## src/rtl/enc_pkg.sv

```systemverilog
// Shared constants and FSM state type for the active-low request encoder.
// The optional round-robin build is selected with REQ_ENCODER_RR_EN.
package enc_pkg;

    localparam int N_REQ  = 8;
    localparam int CODE_W = 3;

    // Only this enable code arms request capture.
    localparam logic [1:0] ENA_CAPTURE = 2'b10;

    typedef enum logic {
        IDLE  = 1'b0,
        GRANT = 1'b1
    } state_t;

endpackage

```

## src/rtl/prio_pick.sv

```systemverilog
// Combinational picker: fixed priority (highest index wins) by default, or a
// round-robin search starting at base and wrapping 7->0 under REQ_ENCODER_RR_EN.
module prio_pick (
    input  logic [enc_pkg::N_REQ-1:0]  pend,
    input  logic [enc_pkg::CODE_W-1:0] base,
    output logic [enc_pkg::CODE_W-1:0] idx,
    output logic                       any
);
    import enc_pkg::*;

    always_comb begin
        // NOTE: default first so every path assigns idx and no latch is inferred.
        idx = '0;
`ifdef REQ_ENCODER_RR_EN
        // Walk offsets downwards so the smallest offset from base wins.
        for (int k = N_REQ - 1; k >= 0; k--) begin
            if (pend[base + CODE_W'(k)]) begin
                idx = base + CODE_W'(k);
            end
        end
`else
        for (int i = 0; i < N_REQ; i++) begin
            if (pend[i]) begin
                idx = CODE_W'(i);
            end
        end
`endif
    end

`ifndef REQ_ENCODER_RR_EN
    logic w_unused_base;
    assign w_unused_base = ^base;
`endif

    assign any = |pend;

endmodule

```

## src/rtl/req_encoder.sv

```systemverilog
// Edge-captured active-low request encoder with a grant/ack handshake.
// Define REQ_ENCODER_RR_EN for round-robin selection instead of fixed priority.
module req_encoder #(
    parameter int N_REQ = 8
) (
    input  logic                       iClk,
    input  logic                       iRst_n,
    input  logic [N_REQ-1:0]           iReq,
    input  logic [1:0]                 iEna,
    input  logic                       iAck,
    output logic [enc_pkg::CODE_W-1:0] oData,
    output logic                       oValid,
    output logic                       oGS_n,
    output logic [N_REQ-1:0]           oPend
);
    import enc_pkg::*;

    state_t              r_state;
    logic [N_REQ-1:0]    r_pend;
    logic [N_REQ-1:0]    r_req_prev;
    logic [CODE_W-1:0]   r_data;
    logic                r_valid;
    logic                r_gs_n;

    logic [N_REQ-1:0]    w_capture;
    logic [N_REQ-1:0]    w_clear;
    logic [N_REQ-1:0]    w_pend_next;
    logic [CODE_W-1:0]   w_base;
    logic [CODE_W-1:0]   w_idx;
    logic                w_any;

`ifdef REQ_ENCODER_RR_EN
    logic [CODE_W-1:0]   r_ptr;
    assign w_base = r_ptr;
`else
    assign w_base = '0;
`endif

    // A falling edge on a line arms it; holding the line low does not re-arm.
    assign w_capture   = (iEna == ENA_CAPTURE) ? (r_req_prev & ~iReq) : '0;
    assign w_clear     = (r_state == GRANT && iAck) ? (N_REQ'(1) << r_data) : '0;
    // A fresh capture on the bit being acknowledged survives the clear.
    assign w_pend_next = (r_pend & ~w_clear) | w_capture;

    prio_pick u_pick (
        .pend (r_pend),
        .base (w_base),
        .idx  (w_idx),
        .any  (w_any)
    );

    // NOTE: all state uses non-blocking assignments so every register samples pre-edge values.
    always_ff @(posedge iClk) begin
        if (!iRst_n) begin
            r_state    <= IDLE;
            r_pend     <= '0;
            r_req_prev <= '1;
            r_data     <= '0;
            r_valid    <= 1'b0;
            r_gs_n     <= 1'b1;
`ifdef REQ_ENCODER_RR_EN
            r_ptr      <= '0;
`endif
        end else begin
            r_req_prev <= iReq;
            r_pend     <= w_pend_next;
            r_gs_n     <= ~|w_pend_next;
            case (r_state)
                IDLE: begin
                    if (w_any) begin
                        r_state <= GRANT;
                        r_data  <= w_idx;
                        r_valid <= 1'b1;
                    end
                end
                GRANT: begin
                    if (iAck) begin
                        r_state <= IDLE;
                        r_valid <= 1'b0;
`ifdef REQ_ENCODER_RR_EN
                        r_ptr   <= r_data + CODE_W'(1);
`endif
                    end
                end
                default: r_state <= IDLE;
            endcase
        end
    end

    assign oData  = r_data;
    assign oValid = r_valid;
    assign oGS_n  = r_gs_n;
    assign oPend  = r_pend;

endmodule

```

## config.mk

```make
export PLATFORM = sky130hd
export DESIGN_NAME = req_encoder
export DESIGN_NICKNAME = d
export VERILOG_FILES = /design/src/rtl/enc_pkg.sv /design/src/rtl/prio_pick.sv /design/src/rtl/req_encoder.sv
export SDC_FILE = /design/constraint.sdc
export NUM_CORES = 1
export LEC_CHECK = 0
export ABC_AREA = 1
export CORE_MARGIN = 2
export CORE_UTILIZATION = 44
export CTS_BUF_LIST = sky130_fd_sc_hd__clkbuf_4
export CTS_CLUSTER_SIZE = 20
export DETAILED_ROUTE_END_ITERATION = 12
export PLACE_DENSITY = 0.74
export SETUP_SLACK_MARGIN = 0.5
export SYNTH_ARGS = -nofsm -noshare
export SYNTH_HDL_FRONTEND = slang
export SYNTH_HIERARCHICAL = 1
export SYNTH_SLANG_ARGS = --single-unit
```

## constraint.sdc

```tcl
create_clock -name iClk -period 1.1 [get_ports iClk]
set_input_delay 0.22 -clock iClk [delete_from_list [all_inputs] [get_ports iClk]]
set_output_delay 0.22 -clock iClk [all_outputs]
set_load 0.02 [all_outputs]
```

### Word level (Yosys, flattened, before mapping)

Cells that the tools add are included.

* flip-flop bits (word level): 22
* bits of input ports: 13
* output and inout port bits: 13
* logic and storage cells: 37

* eq/ne operators: 3
* shift-type cells: 1
* mux-type cells: 15
* bitwise gates (word level): 6
* reduce and logical (&&, ||, !) cells: 6

Operators by type and width (count)
* $and 8x8->8: 2
* $mux 8: 2
* $not 8->8: 2
* $reduce_or 8->1: 2
* $mux 3: 4
* $or 8x8->8: 1
* $shl 1x3->8 const A: 1
* $mux 1: 5
* $mux 2: 2
* $pmux 1 s2: 2
* $reduce_and 2->1: 2
* $eq 2x2->1 const B: 1
* $ne 2x1->1 const B: 1
* $ne 2x2->1 const B: 1
* $logic_and 1x1->1: 1
* $logic_not 1->1: 1
* $not 1->1: 1

### Logic depth before layout (Yosys ltp)

Gate-level depths: netlist of run 1.

* word-level depth: 7
* gate-level depth with buffers: 9
* depth with buffers taken out: 9

### Modules after synthesis

Netlist of run 1, hierarchy kept.

Modules (own cells, without submodules)
* req_encoder: instances 1, cells each 124, area an instance 882.1 um2, sequential area each 440.4 um2
* prio_pick: instances 1, cells each 20, area an instance 77.6 um2, sequential area each 0.0 um2

### Least setup slack after synthesis of run 1

OpenSTA, ideal clock, no wires.

* path kind: register to register
* start point: reg r_pend[3], in the netlist oPend[3]
* end point: reg r_data[0], in the netlist oData[0]
* library setup time: 119 ps
* arrival time: 1186 ps
* required time: 981 ps
* path slack: -205 ps
* stages on the path, launching flop included: 10
* buffers on the path: 0
* period minus slack after synthesis: 1305 ps
* cells stage by stage: dfxtp_1 > inv_1 > nand2_1 > nor3_1 > nand3_1 > inv_1 > nor2_1 > inv_1 > o21ai_0 > a21oi_1

* elaborated cells on any way between the ends: 7
* classes of those cells: 5 x mux; 2 x reduce/logical

RTL lines
* from (decl): line req_encoder.sv:19 `logic [N_REQ-1:0] r_pend;`
* from (signal assigned): line req_encoder.sv:66 `r_pend <= w_pend_next;`
* $reduce_or 8->1: line prio_pick.sv:35 `assign any = |pend;`
* net w_any: line req_encoder.sv:30 `logic w_any;`
* $reduce_and 2->1 (no line)
* to (signal assigned): line req_encoder.sv:72 `r_data <= w_idx;`
* to (decl): line req_encoder.sv:21 `logic [CODE_W-1:0] r_data;`

The timed path passes the listed nets, and every way through them passes these cells.
A chain may end at the register's enable or synchronous reset.

### Final worst setup path of run 1

* start point: reg r_data[2], in the netlist oData[2]
* end point: reg r_gs_n, in the netlist oGS_n

* longest elaborated chain between the ends: 7

Ends and longest elaborated chain
* $shl 1x3->8: line req_encoder.sv:41 `assign w_clear = (r_state == GRANT && iAck) ? (N_REQ'(1) << r_data) : '0;`
* $mux 8: line req_encoder.sv:41
* $not 8->8: line req_encoder.sv:43 `assign w_pend_next = (r_pend & ~w_clear) | w_capture;`
* $and 8x8->8: line req_encoder.sv:43
* $or 8x8->8: line req_encoder.sv:43
* $reduce_or 8->1: line req_encoder.sv:67 `r_gs_n <= ~|w_pend_next;`
* $logic_not 1->1: line req_encoder.sv:67
* to (signal assigned): line req_encoder.sv:67
* to (decl): line req_encoder.sv:23 `logic r_gs_n;`

No other way between the ends.

==> summary.md, run 1 <==
| Metric | Value |
|---|---|
| Power Dens Cells | 1202 nW/µm² |
| Final Instance Count excl. Fillers | 234 |
| Clk buf depth | 2 |
| Type of the worst setup path | flop to flop |
| I/O pin count | 26 |
| Routability Congestion | between 0.8 and 0.9 |
| DRT Pass-1 Iters | 4 |
| Crit end category | flop |
| Outcome | finished, violations left |
| Post-Route WL | ~3200 µm |
| First-pass GRT wire length | 4595 µm |
| # hold bufs at CTS | 0 |
| Dpl hpwl | approximately 1800 µm |
| Final Max Tran Viols | 0 |
| Slowest stage delay, CP | 0.38 ns |
| CTS HTree Levels | 1 |
| Clock sinks | 22 |
| Clock latency on the worst-skew pair | approximately 0.3 ns |
| Die X | slightly above 50 µm |
| DIE HEIGHT | between 50 and 60 µm |
| Initial antenna violation count | 0 |
| Clock skew | 0.008456 ns |
| Largest net degree at the start of global routing | 13 |
| IO Port Bufs | 25 |
| Synthesis-to-finish area growth | 83.12% |
| Crit path top cell by count | nand2_1 |
| Syn Nets | 156 |
| Number of global-route vias before repair | roughly 1.1k |
| PnR worst setup slack | -0.2191 ns |
| Violated checks | negative setup slack |
| DRT iter0 DRCs | 28 |
| Hold Vio Cnt, Final | 0 |
| Post-route ant nets | 0 |
| CP required | approximately 1.4 ns |
| Syn Inst Count | 143 |
| Final Setup Violations | 14 |
| HP Class | primary input to flop |
| Post-DR wirelength/cell | around 14 µm |
| Routed vias/inst | ~4.9 |
| Clk root buf | clkbuf_4 |
| Max Cap Violations | 0 |
| Tightest Pin Transition | 0.2591 ns |
| Unrepaired setup endpoints after global routing | true |
| Final core occ | 0.8744 |
| Share of cells above drive strength 1 | 0.5314 |
| Worst hold slack | ~0.26 ns |
| Leakage | 0.8950 nW |
| Post-Syn Area per Cell | 6.685 µm² |
| Worst path slowest cell | dfxtp_4 |
| Maximum vdd drop | approximately 1.1 mV |
| CTS tree | built |
| Critical path fanouts, max | 4 |
| Fmax | ~760 MHz |
| Post-Synthesis Cell Area | approximately 960 µm² |
| Diodes inserted | 0 |
| Slew margin rel. | 0.8259 |
| Placed instance count | 213 |
| Full die area | roughly 2600 µm² |
| Crit path launch type | flop |
| Crit path DAT | approximately 1.6 ns |
| Gr usage total | 0.2356 |
| Clock transition at the registers of the reported paths | between 0.1 and 0.15 ns |
| Yosys warning count | 6 |
| GRT overflow | 0 |
| Crit share post-route | 1.199 |
| Core Area | 2002 µm² |
| FP Rows | 16 |
| Critical path, cell by cell | buf_6 -> nor2_4 -> nand2_2 -> a21oi_2 -> nand2_1 -> nor2_1 -> nand2_1 -> nand2_1 |
| Remaining DRCs | 0 |
| Via count | approximately 1.2k |
| Final net count | about 220 |
| Minimum clock period after layout | approximately 1.3 ns |
| Initial Util | 0.4775 |
| TritonCTS Buffers | 3 |
-- critical path, delay by kind of cell, from the launching register on --
kind / cells / cell delay (ns)
and+or+nand+nor: 6 / 0.60
buffers and inverters: 1 / 0.12
DFF: 1 / 0.38
AOI/OAI and AO/OA: 1 / 0.18
-- cell usage in the layout, fill, tap and decap left out, types with 6 or more instances in the layout --
cell type,n
buf_4,29
nor2_1,26
nand2_1,25
inv_1,21
buf_6,21
dlygate4sd2_1,8
dfxtp_4,8
dfxtp_1,8
inv_4,6
nand2_2,6
nor2_2,6
dfxtp_2,6
-- layout make-up --
type / instances / area [µm²]
clock buffers: 3 / 22.52
clock inverters: 1 / 3.754
fillers: 103 / 251.5
inverters: 28 / 120.1
multi-input cells: 91 / 533.0
flip-flops and latches: 22 / 478.0
well taps: 27 / 33.78
repair buffers: 62 / 559.3
-- final timing paths --
path         cells past startpoint  slack (ns)                       end                   from
max                              8       -0.22          oGS_n$_SDFF_PN1_  oData[2]$_SDFFE_PN0P_
min                              2        0.26  r_req_prev[2]$_SDFF_PN1_                iReq[2]
min reg2reg                      2        0.49       oValid$_SDFFE_PN0P_    oValid$_SDFFE_PN0P_
max reg2reg                      8       -0.22          oGS_n$_SDFF_PN1_  oData[2]$_SDFFE_PN0P_
-- flip-flops by register name, indices dropped and copies added, names as in the netlist --
register and count:
oPend 8, r_req_prev 8, oData 3, oGS_n 1, oValid 1, r_state 1
-- power by group --
part | total (W) | leakage [nW] | switching (W) | internal [W]
combinational | 0.000774 | 0.690 | 0.000386 | 0.000389
clock | 0.000377 | 0.0154 | 0.000245 | 0.000132
sequential | 0.000953 | 0.189 | 0.0000795 | 0.000873
total | 0.00210 | 0.895 | 0.000710 | 0.00139
-- routing by layer --
| layer | up-vias | global-route usage | share of wire |
|---|---|---|---|
| li1 | 548 | - | - |
| met1 | 539 | 0.2778 | 0.40 |
| met2 | 54 | 0.4189 | 0.50 |
| met3 | 16 | 0.03869 | 0.055 |
| met4 | 0 | 0.09910 | 0.040 |
| met5 | - | 0 | 0 |
-- metrics by stage --
step	worst slack (ns)	cell area, µm²	total power (W)	TNS, ns
after floorplan	-0.01113	1044	0.001243	-0.01113
after global placement	-0.4388	1449	0.001486	-4.156
after detailed placement	-0.4790	1449	0.001494	-4.520
after CTS	-0.08695	1632	0.001974	-0.3522
after global routing	-0.2474	1750	0.002208	-2.065
final	-0.2191	1750	0.002104	-1.408
-- timing repair --
action / in CTS / in global routing
hold endpoints to repair: 0 / 0
resized for setup: 105 / 27
setup buffers: 12 / 5
cloned: 0 / 0
setup endpoints to repair: 35 / 28
pin swaps: 16 / 22
(Power assumes the default switching activity.)
==> run 2: changes to the inputs <==
- CAP_MARGIN: default -> 10
- MAX_ROUTING_LAYER: default -> met4
==> summary.md, run 2 (synthesis gave the netlist of run 1 again) <==
| Metric | Value |
|---|---|
| GRT met2 Usage | 0.4211 (was 0.4189) |
| Share of cells above drive strength 1 | 0.5314 (unchanged) |
| CTS tree | built (unchanged) |
| IO Port Bufs | 25 (unchanged) |
| Clk buf depth | 2 (unchanged) |
| Most common cell after layout, fill and taps aside | buf_4 (unchanged) |
| Final Setup Violations | 14 (unchanged) |
| Power Dens Cells | 1202 nW/µm² (about the same) |
| Clock sinks | 22 (unchanged) |
| Outcome | finished, violations left (unchanged) |
| Largest net degree at the start of global routing | 13 (unchanged) |
| Slew margin rel. | 0.8139 (was 0.8259) |
| Fmax | 759.9 MHz (was 758.1 MHz) |
| Clock skew | 0.007918 ns (was 0.008456 ns) |
| Remaining DRCs | 0 (unchanged) |
| Clock transition at the registers of the reported paths | 0.13 ns (about the same) |
| Post-DR wirelength/cell | 13.63 µm (about the same) |
| CTS HTree Levels | 1 (unchanged) |
| Via count | 1,150 (was 1,157) |
| Routability Congestion | 0.8749 (was 0.8611) |
| Type of the worst setup path | flop to flop (unchanged) |
| Max Cap Violations | 0 (unchanged) |
| Unrepaired setup endpoints after global routing | true (unchanged) |
| Final net count | 221 (unchanged) |
| Number of global-route vias before repair | 1,117 (unchanged) |
| Die X | 50.61 µm (unchanged) |
| Clk root buf | clkbuf_4 (unchanged) |
| TritonCTS Buffers | 3 (unchanged) |
| Full die area | 2561 µm² (unchanged) |
| Maximum vdd drop | 1.093 mV (about the same) |
| Post-Route WL | 3189 µm (was 3190 µm) |
| First-pass GRT wire length | 4602 µm (was 4595 µm) |
| Clock latency on the worst-skew pair | 0.30 ns (about the same) |
| # hold bufs at CTS | 0 (unchanged) |
| Dpl hpwl | 1790 µm (unchanged) |
| Violated checks | negative setup slack (unchanged) |
| Met1 Use GR | 0.2759 (was 0.2778) |
| PnR worst setup slack | -0.2160 ns (was -0.2191 ns) |
| I/O pin count | 26 (unchanged) |
| Crit share post-route | 1.196 (was 1.199) |
| Crit path launch type | flop (unchanged) |
| Routed vias/inst | 4.915 (was 4.944) |
| CP required | 1.36 ns (about the same) |
| Initial Util | 0.4775 (unchanged) |
| Crit end category | flop (unchanged) |
| Diodes inserted | 0 (unchanged) |
| DP Worst Slack | -0.4790 ns (unchanged) |
| HP Class | primary input to flop (unchanged) |
| Crit path DAT | 1.57 ns (was 1.58 ns) |
| FP Rows | 16 (unchanged) |
| DRT Pass-1 Iters | 4 (unchanged) |
| Minimum clock period after layout | 1.316 ns (was 1.319 ns) |
| Critical path fanouts, max | 4 (unchanged) |
| Synthesis-to-finish area growth | 83.12% (unchanged) |
| DRT iter0 DRCs | 32 (was 28) |
| GRT overflow | 0 (unchanged) |
| Hold Vio Cnt, Final | 0 (unchanged) |
| Met3 usage | 0.03869 (unchanged) |
| Gr usage total | 0.2420 (was 0.2356) |
| Most frequent cells in the layout | 29 x buf_4, 26 x nor2_1, 25 x nand2_1, 21 x inv_1, 21 x buf_6 (unchanged) |
| DIE HEIGHT | 50.61 µm (unchanged) |
| Final Max Tran Viols | 0 (unchanged) |
| Tightest Pin Transition | 0.2770 ns (was 0.2591 ns) |
| Busiest layer in global routing | met2 (unchanged) |
| Leakage | 0.8950 nW (unchanged) |
| Post-route ant nets | 0 (unchanged) |
| Worst hold slack | 0.2634 ns (was 0.2577 ns) |
| Initial antenna violation count | 0 (unchanged) |
| Core Area | 2002 µm² (unchanged) |
run 2: metal layers:
metal	vias up	share of wire	wire length, µm
li1	549	-	-
met1	541	0.40	1280
met2	44	0.51	1624
met3	16	0.049	157
met4	0	0.040	126
met5	-	0	0
run 2: where the power goes:
| group | total, W | internal [W] | switching [W] |
|---|---|---|---|
| clock | 0.000376 | 0.000132 | 0.000244 |
| sequential | 0.000952 | 0.000873 | 0.0000790 |
| combinational | 0.000775 | 0.000389 | 0.000386 |
run 2: layout make-up:
type	instances	area, µm²
flip-flops and latches	22	478.0
inverters	28	120.1
well taps	27	33.78
fillers	103	251.5
clock inverters	1	3.754
clock buffers	3	22.52
multi-input cells	91	533.0
repair buffers	62	559.3
run 2: path summary, 6_finish.rpt:
check	end	slack [ns]	depth (start not counted)	start
max reg2reg	oGS_n$_SDFF_PN1_	-0.22	8	oData[2]$_SDFFE_PN0P_
min reg2reg	oValid$_SDFFE_PN0P_	0.49	2	oValid$_SDFFE_PN0P_
max	oGS_n$_SDFF_PN1_	-0.22	8	oData[2]$_SDFFE_PN0P_
min	r_req_prev[2]$_SDFF_PN1_	0.26	2	iReq[2]
run 2: repair_timing:
action / CTS / global route
setup buffers: 12 / 5
pin swaps: 16 / 22
setup endpoints to repair: 35 / 28
gates resized for setup: 105 / 27
run 2: metrics by stage:
stage	instances	power, W	utilization	setup TNS (ns)	area, µm²
floorplan	143	0.001243	-	-0.01113	1044
global placement	213	0.001486	0.7238	-4.156	1449
detailed placement	213	0.001494	0.7238	-4.520	1449
CTS	229	0.001974	0.8150	-0.3522	1632
global route	234	0.002207	0.8744	-2.065	1750
finish	234	0.002103	0.8744	-1.375	1750
run 2: critical path, stage by stage, from the launching register on:
cell and delay [ns]:
dfxtp_4 0.38, buf_6 0.12, nor2_4 0.17, nand2_2 0.08, a21oi_2 0.18, nand2_1 0.07
nor2_1 0.14, nand2_1 0.08, nand2_1 0.05
